`src/rtl/datapath_seq.sv`:
```
// Self-sequencing datapath: register file, A/B operand registers, shifter, ALU, C register and Z/N/V flags.
// One operation per valid/ready handshake; the internal FSM runs read-A, read-B, execute and write-back.
module datapath_seq #(
    parameter int WIDTH    = 16,
    parameter int NREGS    = 8,
    parameter int IMMW     = 5,
    parameter int SEXT_IMM = 0,
    localparam int RW      = $clog2(NREGS)
) (
    input  logic             clk,
    input  logic             reset,
    input  logic             op_valid,
    output logic             op_ready,
    input  logic             ext,
    input  logic [RW-1:0]    rn,
    input  logic [RW-1:0]    rm,
    input  logic [RW-1:0]    rd,
    input  logic [1:0]       shift,
    input  logic [1:0]       alu_op,
    input  logic             asel,
    input  logic             bsel,
    input  logic [IMMW-1:0]  imm,
    input  logic             wb,
    input  logic             set_flags,
    input  logic [WIDTH-1:0] ext_data,
    output logic             done,
    output logic [WIDTH-1:0] result,
    output logic             Z_out,
    output logic             N_out,
    output logic             V_out
);

    // Handshake: an operation is taken on any rising edge where op_valid and
    // op_ready are both high; op_ready is high only in IDLE and never during reset.
    typedef enum logic [2:0] {IDLE, RDA, RDB, EXE, WB} state_t;

    state_t           state;
    logic [WIDTH-1:0] regs [NREGS];
    logic [WIDTH-1:0] a_reg, b_reg, c_reg;
    logic             z_reg, n_reg, v_reg, done_reg;

    logic             ext_q, asel_q, bsel_q, wb_q, set_flags_q;
    logic [RW-1:0]    rn_q, rm_q, rd_q;
    logic [1:0]       shift_q, alu_op_q;
    logic [IMMW-1:0]  imm_q;
    logic [WIDTH-1:0] ext_data_q;

    logic [WIDTH-1:0] imm_ext, b_shift, ain, bin, alu_out;
    logic             alu_v;
    logic             accept;

    assign op_ready = (state == IDLE) && !reset;
    assign accept   = op_valid && op_ready;
    assign done     = done_reg;
    assign result   = c_reg;
    assign Z_out    = z_reg;
    assign N_out    = n_reg;
    assign V_out    = v_reg;

    always_comb begin
        imm_ext = (SEXT_IMM != 0) ? {{(WIDTH-IMMW){imm_q[IMMW-1]}}, imm_q}
                                  : {{(WIDTH-IMMW){1'b0}}, imm_q};
        case (shift_q)
            2'b01:   b_shift = {b_reg[WIDTH-2:0], 1'b0};
            2'b10:   b_shift = {1'b0, b_reg[WIDTH-1:1]};
            2'b11:   b_shift = {b_reg[WIDTH-1], b_reg[WIDTH-1:1]};
            default: b_shift = b_reg;
        endcase
        ain = asel_q ? '0 : a_reg;
        bin = bsel_q ? imm_ext : b_shift;
        alu_out = '0;
        alu_v   = 1'b0;
        // Overflow is judged on the operands actually presented to the ALU.
        case (alu_op_q)
            2'b00: begin
                alu_out = ain + bin;
                alu_v   = (ain[WIDTH-1] == bin[WIDTH-1]) && (alu_out[WIDTH-1] != ain[WIDTH-1]);
            end
            2'b01: begin
                alu_out = ain - bin;
                alu_v   = (ain[WIDTH-1] != bin[WIDTH-1]) && (alu_out[WIDTH-1] != ain[WIDTH-1]);
            end
            2'b10:   alu_out = ain & bin;
            default: alu_out = ~bin;
        endcase
    end

    always_ff @(posedge clk) begin
        if (reset) begin
            state       <= IDLE;
            for (int i = 0; i < NREGS; i++) regs[i] <= '0;
            a_reg       <= '0;
            b_reg       <= '0;
            c_reg       <= '0;
            z_reg       <= 1'b0;
            n_reg       <= 1'b0;
            v_reg       <= 1'b0;
            done_reg    <= 1'b0;
            ext_q       <= 1'b0;
            asel_q      <= 1'b0;
            bsel_q      <= 1'b0;
            wb_q        <= 1'b0;
            set_flags_q <= 1'b0;
            rn_q        <= '0;
            rm_q        <= '0;
            rd_q        <= '0;
            shift_q     <= '0;
            alu_op_q    <= '0;
            imm_q       <= '0;
            ext_data_q  <= '0;
        end else begin
            done_reg <= 1'b0;
            case (state)
                IDLE: begin
                    if (accept) begin
                        ext_q       <= ext;
                        asel_q      <= asel;
                        bsel_q      <= bsel;
                        wb_q        <= wb;
                        set_flags_q <= set_flags;
                        rn_q        <= rn;
                        rm_q        <= rm;
                        rd_q        <= rd;
                        shift_q     <= shift;
                        alu_op_q    <= alu_op;
                        imm_q       <= imm;
                        ext_data_q  <= ext_data;
                        // done is registered, so it is raised on the edge entering WB.
                        state       <= ext ? WB : RDA;
                        done_reg    <= ext;
                    end
                end
                RDA: begin
                    a_reg <= regs[rn_q];
                    state <= RDB;
                end
                RDB: begin
                    b_reg <= regs[rm_q];
                    state <= EXE;
                end
                EXE: begin
                    c_reg <= alu_out;
                    if (set_flags_q) begin
                        z_reg <= (alu_out == '0);
                        n_reg <= alu_out[WIDTH-1];
                        v_reg <= alu_v;
                    end
                    state    <= WB;
                    done_reg <= 1'b1;
                end
                WB: begin
                    if (ext_q)     regs[rd_q] <= ext_data_q;
                    else if (wb_q) regs[rd_q] <= c_reg;
                    state <= IDLE;
                end
                default: state <= IDLE;
            endcase
        end
    end

endmodule

```
`config.mk`:
```
export PLATFORM = sky130hd
export DESIGN_NAME = datapath_seq
export DESIGN_NICKNAME = d
export VERILOG_FILES = /design/src/rtl/datapath_seq.sv
export SDC_FILE = /design/constraint.sdc
export NUM_CORES = 1
export LEC_CHECK = 0
export BUFFER_PORTS_ARGS = -buffer_cell sky130_fd_sc_hd__buf_2
export CORE_MARGIN = 2
export CORE_UTILIZATION = 62
export DETAILED_ROUTE_END_ITERATION = 16
export GPL_TIMING_DRIVEN = 0
export PLACE_DENSITY = 0.83
export SLEW_MARGIN = 20
export SYNTH_ARGS = -nofsm -noshare
export SYNTH_HDL_FRONTEND = slang
export SYNTH_SLANG_ARGS = --single-unit
```
`constraint.sdc`:
```
create_clock -name clk -period 4.05 [get_ports clk]
set_input_delay 0.2025 -clock clk [delete_from_list [all_inputs] [get_ports clk]]
set_output_delay 0.2025 -clock clk [all_outputs]
set_load 0.01 [all_outputs]
```
## After elaboration in Yosys (flattened, before gate mapping)

Memories as Yosys holds them, arrays and structs flattened. A register that Yosys moved wholly into a read port is not among the register bits.
Index checks and enable logic that the tools add are counted.

- Input port bits: 42
- Logic and storage cells: 74
- Output and inout port bits: 21
- Memories kept: 1
- Bits in registers: 62
- Bits in writable memories: 128

- Bitwise logic cells: 3
- Add/subtract/negate cells: 2
- Eq/ne operators: 14
- Mux-type cells: 25
- Reduce and logical (&&, ||, !) cells: 11

Memory list:

| memory | words | bits a word | rd ports | clocked after memory_dff | write ports | RTL line | text |
|---|---|---|---|---|---|---|---|
| regs | 8 | 16 | 2 | 2 | 8 | 38 | `logic [WIDTH-1:0] regs [NREGS];` |

Operator list:

| operator | count |
|---|---|
| 16-bit case mux with 3 select lines | 2 |
| 16-bit two-way mux | 4 |
| 16-bit adder | 1 |
| 16-bit AND | 1 |
| 16-bit zero test | 1 |
| 16-bit NOT | 1 |
| 16-bit OR reduction | 1 |
| 16-bit subtractor | 1 |
| 1-bit two-way mux | 13 |
| 3-bit case mux with 4 select lines | 1 |
| 3-bit two-way mux | 3 |
| 2-bit equality test, second input constant | 3 |
| 3-bit by 2-bit equality test with 1-bit output, second input constant | 2 |
| 2-bit by 1-bit equality test with 1-bit output, second input constant | 2 |
| 1-bit logical AND | 4 |
| 1-bit case mux with 2 select lines | 2 |
| 2-bit AND reduction | 2 |
| 3-bit by 1-bit equality test with 1-bit output, second input constant | 1 |
| 3-bit equality test, second input constant | 1 |
| 3-bit zero test | 1 |
| 1-bit != test | 3 |
| 2-bit zero test | 1 |
| 2-bit != test, second input constant | 1 |
| 1-bit equality test | 1 |
| 2 further kinds | 2 |

## Longest topological paths before layout

- Word-level depth: 8
- Gate-level depth with buffers: 19
- Gate-level depth less buffers: 16

## Worst setup path before layout

OpenSTA, ideal clock, no wires.

- Path type: reg-to-reg
- Start point: register shift_q[1]
- End point: register z_reg (netlist: Z_out)
- Arrival: 3.477 ns
- Path slack: 0.516 ns
- Cell stages (with the launch flop): 17
- Clock period less this slack: 3.534 ns
- Buffers on the path: 1
- Setup time: 0.058 ns
- Cells stage by stage: dfxtp_1 buf_2 or3b_1 a31oi_1 ha_1 inv_1 fa_1 nor2b_1 o31a_1 o22ai_2 o41ai_2 a21oi_1 o221a_1 o31ai_1 xnor2_1 a2111oi_2 a21o_1

- Longest elaborated chain between the ends: 6
- Elaborated cells on any way between the ends: 11

RTL lines:

| item | RTL line | text |
|---|---|---|
| start, declared | 44 | `logic [1:0] shift_q, alu_op_q;` |
| start signal, assigned | 124 | `shift_q <= shift;` |
| 2-bit equality test / 2-bit by 1-bit equality test with 1-bit output (equally long branches) | 63 | `case (shift_q)` |
| 16-bit case mux with 3 select lines * | 63 |  |
| 16-bit two-way mux * | 70 | `bin = bsel_q ? imm_ext : b_shift;` |
| 16-bit subtractor, or another cell as far along | 80 | `alu_out = ain - bin;` |
| 16-bit case mux with 3 select lines * | 74 | `case (alu_op_q)` |
| 16-bit zero test * | 144 | `z_reg <= (alu_out == '0);` |
| end signal, assigned | 144 |  |
| end, declared | 40 | `logic z_reg, n_reg, v_reg, done_reg;` |

Every way passes the cells marked *; elsewhere a longest branch is shown, timed or not.
A chain may end at the register's enable or synchronous reset.

## Worst setup path in the final report

- Start point: register shift_q[0]
- End point: register z_reg (netlist: Z_out)

Same word-level chain as after synthesis.

==> flow_summary.json <==
{
  "outcome": "finished, violations left",
  "violations": "negative setup slack",
  "layout_setup_ws_ns": -0.03689,
  "cpPeakStageDelay_ns": 0.41,
  "clk_pin_slew_ns": 0.06,
  "synth_largest_area_cell": "edfxtp_1",
  "via_per_inst": 6.397,
  "drtPass1Iterations": 6,
  "clock_latency_ns": 0.53,
  "grt_max_degree": 17,
  "grt_use_total_pct": 33.40,
  "critPathSlowestCell": "or3b_4",
  "critPathLaunchType": "register",
  "avgSynthCellArea_um2": 10.46,
  "dieWidth_um": 145.7,
  "hold_slack_ns": 0.04354,
  "cts-htree-levels": 1,
  "yosysUniqueCellTypes": 77,
  "maxCapViolations": 0,
  "syn-cell-area_um2": 12450,
  "port_buffers": 62,
  "placed_cell_area_um2": 13090,
  "clockBufferDepth": 3,
  "power.leakage_nw": 5.572,
  "finalCriticalPeriod_ns": 4.087,
  "cts_made_buffers": 25,
  "critPathRequiredTime_ns": 4.50,
  "peakVddDrop_mv": 0.4043,
  "first_global_vias": 10350,
  "antenna_found_initial": 1,
  "synth-seq-cells": 222,
  "max_freq_mhz": 244.7,
  "area_delta_synth_final_pct": 18.13,
  "p_per_area_nw_per_um2": 428.8,
  "setup_viol": 1,
  "fp-row-count": 51,
  "slew_violations": 0,
  "skew_ns": 0.03101,
  "arrival_ns": 4.54,
  "period_share_pct": 100.9,
  "coreArea_um2": 19590,
  "dp_hpwl_mm": 26.00,
  "routabilityCongestion": 0.9408,
  "n_fill_cell": 1305,
  "die_y_um": 145.7,
  "antenna_left": 0,
  "postSynthNetCount": 1265,
  "gr-total-overflow": 0,
  "top_register": "regs",
  "routedWlPerCell_um": 22.38,
  "crit_fanout": 5,
  "synth_cells": 1190,
  "hp-class": "input port to register",
  "cts_root_buf": "clkbuf_16",
  "largest_reg_flops": 128,
  "worstSetupPathType": "register to register",
  "synth-edff-count": 128,
  "cts_sinks": 222,
  "r2r_slack_ns": -0.04,
  "cp_cell_sequence": "buf_6 > or3b_4 > a31oi_4 > ha_4 > inv_2 > fa_2 > nor2b_2 > o31a_1 > o22ai_4 > o311a_1 > a221o_1 > a2111oi_4 > nand4_1 > a2111oi_2 > a21o_1",
  "synthFlopType": "edfxtp_1",
  "drive_above_1_share_pct": 17.83,
  "worst_pin_slew_ns": 0.9750,
  "io_pins": 63,
  "vias": 10340,
  "synthArstFlopShare_pct": 0,
  "initial_utilization_pct": 63.56,
  "first_iter_violations": 1151,
  "finalHoldViolations": 0,
  "post-route-util_pct": 75.08,
  "antennaDiodeCount": 0,
  "maxSlewHeadroom_pct": 35.00,
  "drt-total-wl_mm": 36.18,
  "stdcell_area_um2": 14710,
  "ys_warn_count": 0,
  "synth_top_area_share_pct": 30.87,
  "endpoint_kind": "register",
  "power.total_mw": 6.307,
  "grt_pass1_wl_mm": 55.89,
  "die_area_um2": 21230,
  "fin_nets": 1409,
  "post-route-drc-count": 0,
  "synth_area_leaders": "edfxtp_1, dfxtp_1, mux4_2",
  "cts_tree": "yes",
  "synth-seq-area-share_pct": 45.98,
  "rsz0062_at_grt": "true"
}
[layout by cell type (no fill, tap or decap), drive strengths merged, types with 7 or more instances in the layout]
cell type | synthesis | layout
a211oi | 46 | 46
a21oi | 46 | 46
a31oi | 7 | 7
buf | 18 | 96
clkbuf | 67 | 98
clkinv | 1 | 8
dfxtp | 94 | 94
dlygate4sd3 | 0 | 39
edfxtp | 128 | 128
ha | 31 | 31
inv | 38 | 39
mux2i | 68 | 68
mux4 | 65 | 65
nand2 | 118 | 118
nand2b | 16 | 16
nand3 | 11 | 11
nand3b | 35 | 35
nor2 | 218 | 218
nor2b | 34 | 34
nor3 | 16 | 16
o21ai | 27 | 27
o31ai | 8 | 8
[timing repair]
| action | 4_1_cts | 5_1_grt |
|---|---|---|
| hold buffers | 39 | 0 |
| buffers inserted | 4 | 11 |
| endpoints found under the hold margin | 39 | 0 |
| pin swaps | 3 | 24 |
| setup endpoints to repair | 1 | 5 |
| gates cloned | 0 | 1 |
| gates resized for setup | 8 | 65 |
[power by group]
group	leakage (nW)	switching, mW	internal [mW]
clock	0.392	0.923	1.39
combinational	3.09	0.832	0.578
sequential	2.09	0.0865	2.50
total	5.57	1.84	4.47
[routing by layer]
| metal | wire [um] | up-vias | global-route usage [%] |
|---|---|---|---|
| li1 | - | 4626 | - |
| met1 | 13570 | 5039 | 42.38 |
| met2 | 18120 | 571 | 57.22 |
| met3 | 3154 | 106 | 5.580 |
| met4 | 1319 | 2 | 13.77 |
| met5 | 13 | - | 0 |
[metrics by stage]
step | setup WS, ns | setup TNS [ns] | instances
floorplan | 0.5158 | 0 | 1190
global placement | -0.007901 | -0.007901 | 1517
detailed placement | -0.09611 | -0.09611 | 1517
CTS | 0.0003615 | 0 | 1605
global route | -0.09441 | -0.09441 | 1617
finish | -0.03689 | -0.03689 | 1617
[kinds of logic after synthesis]
logic type               Yosys count  share of synthesized area (%)
multiplexers                     138                          17.67
adder cells (fa/ha/maj)           33                          3.436
AND/OR/NAND/NOR                  473                          17.33
flip-flops                       222                          45.98
buffers and inverters            124                          3.899
AO/OA/AOI/OAI                    191                          11.04
XOR/XNOR                           9                         0.6331
[final timing paths]
| path | from | endpoint | depth (start not counted) |
|---|---|---|---|
| worst max-delay path | shift_q[0]$_SDFFE_PP0P_ | Z_out$_SDFFE_PP0P_ | 15 |
| worst min-delay path | op_valid | state[0]$_SDFFE_PP0P_ | 3 |
| worst max register to register | shift_q[0]$_SDFFE_PP0P_ | Z_out$_SDFFE_PP0P_ | 15 |
| worst min register to register | Z_out$_SDFFE_PP0P_ | Z_out$_SDFFE_PP0P_ | 1 |
[Yosys cell counts (3+ instances only)]
cell / number
nor3b_1: 3
o21a_1: 4
o21ai_0: 19
a21oi_1: 46
ha_1: 31
a31oi_1: 7
a211oi_1: 46
o211ai_1: 6
nand4_1: 3
xnor2_1: 6
and3_1: 4
mux2i_1: 68
dfxtp_1: 94
nand3b_1: 35
a211o_1: 4
clkbuf_1: 67
nand2b_1: 16
a2111oi_2: 3
o21ai_1: 7
o311a_1: 3
buf_2: 7
edfxtp_1: 128
a21o_1: 5
o31a_1: 6
mux4_2: 65
nor4_1: 3
inv_1: 37
nor2b_1: 34
nand3_1: 10
xor2_1: 3
nor3_1: 15
buf_1: 9
mux2_1: 3
nand2_1: 118
o31ai_1: 7
nor2_1: 218
[layout make-up]
cell class                 instances  area [um2]  area share [%]
inverter                          39       146.4          0.9952
buffer                            85       371.6           2.526
multi-input combinational        844        6484           44.08
tap                              265       331.6           2.254
clock inverter                    14       172.7           1.174
sequential                       222        5731           38.96
timing repair buffer             117       824.5           5.606
clock buffer                      31       648.1           4.406
[critical path, delay by kind of cell, from the launching register on]
kind,cells,cell delay (ns)
flip-flops,1,0.36
AO/OA/AOI/OAI,8,2.19
AND/OR/NAND/NOR,3,0.74
buffers and inverters,2,0.17
adder cells (fa/ha/maj),2,0.54
Power figures use the tool's default switching activity.
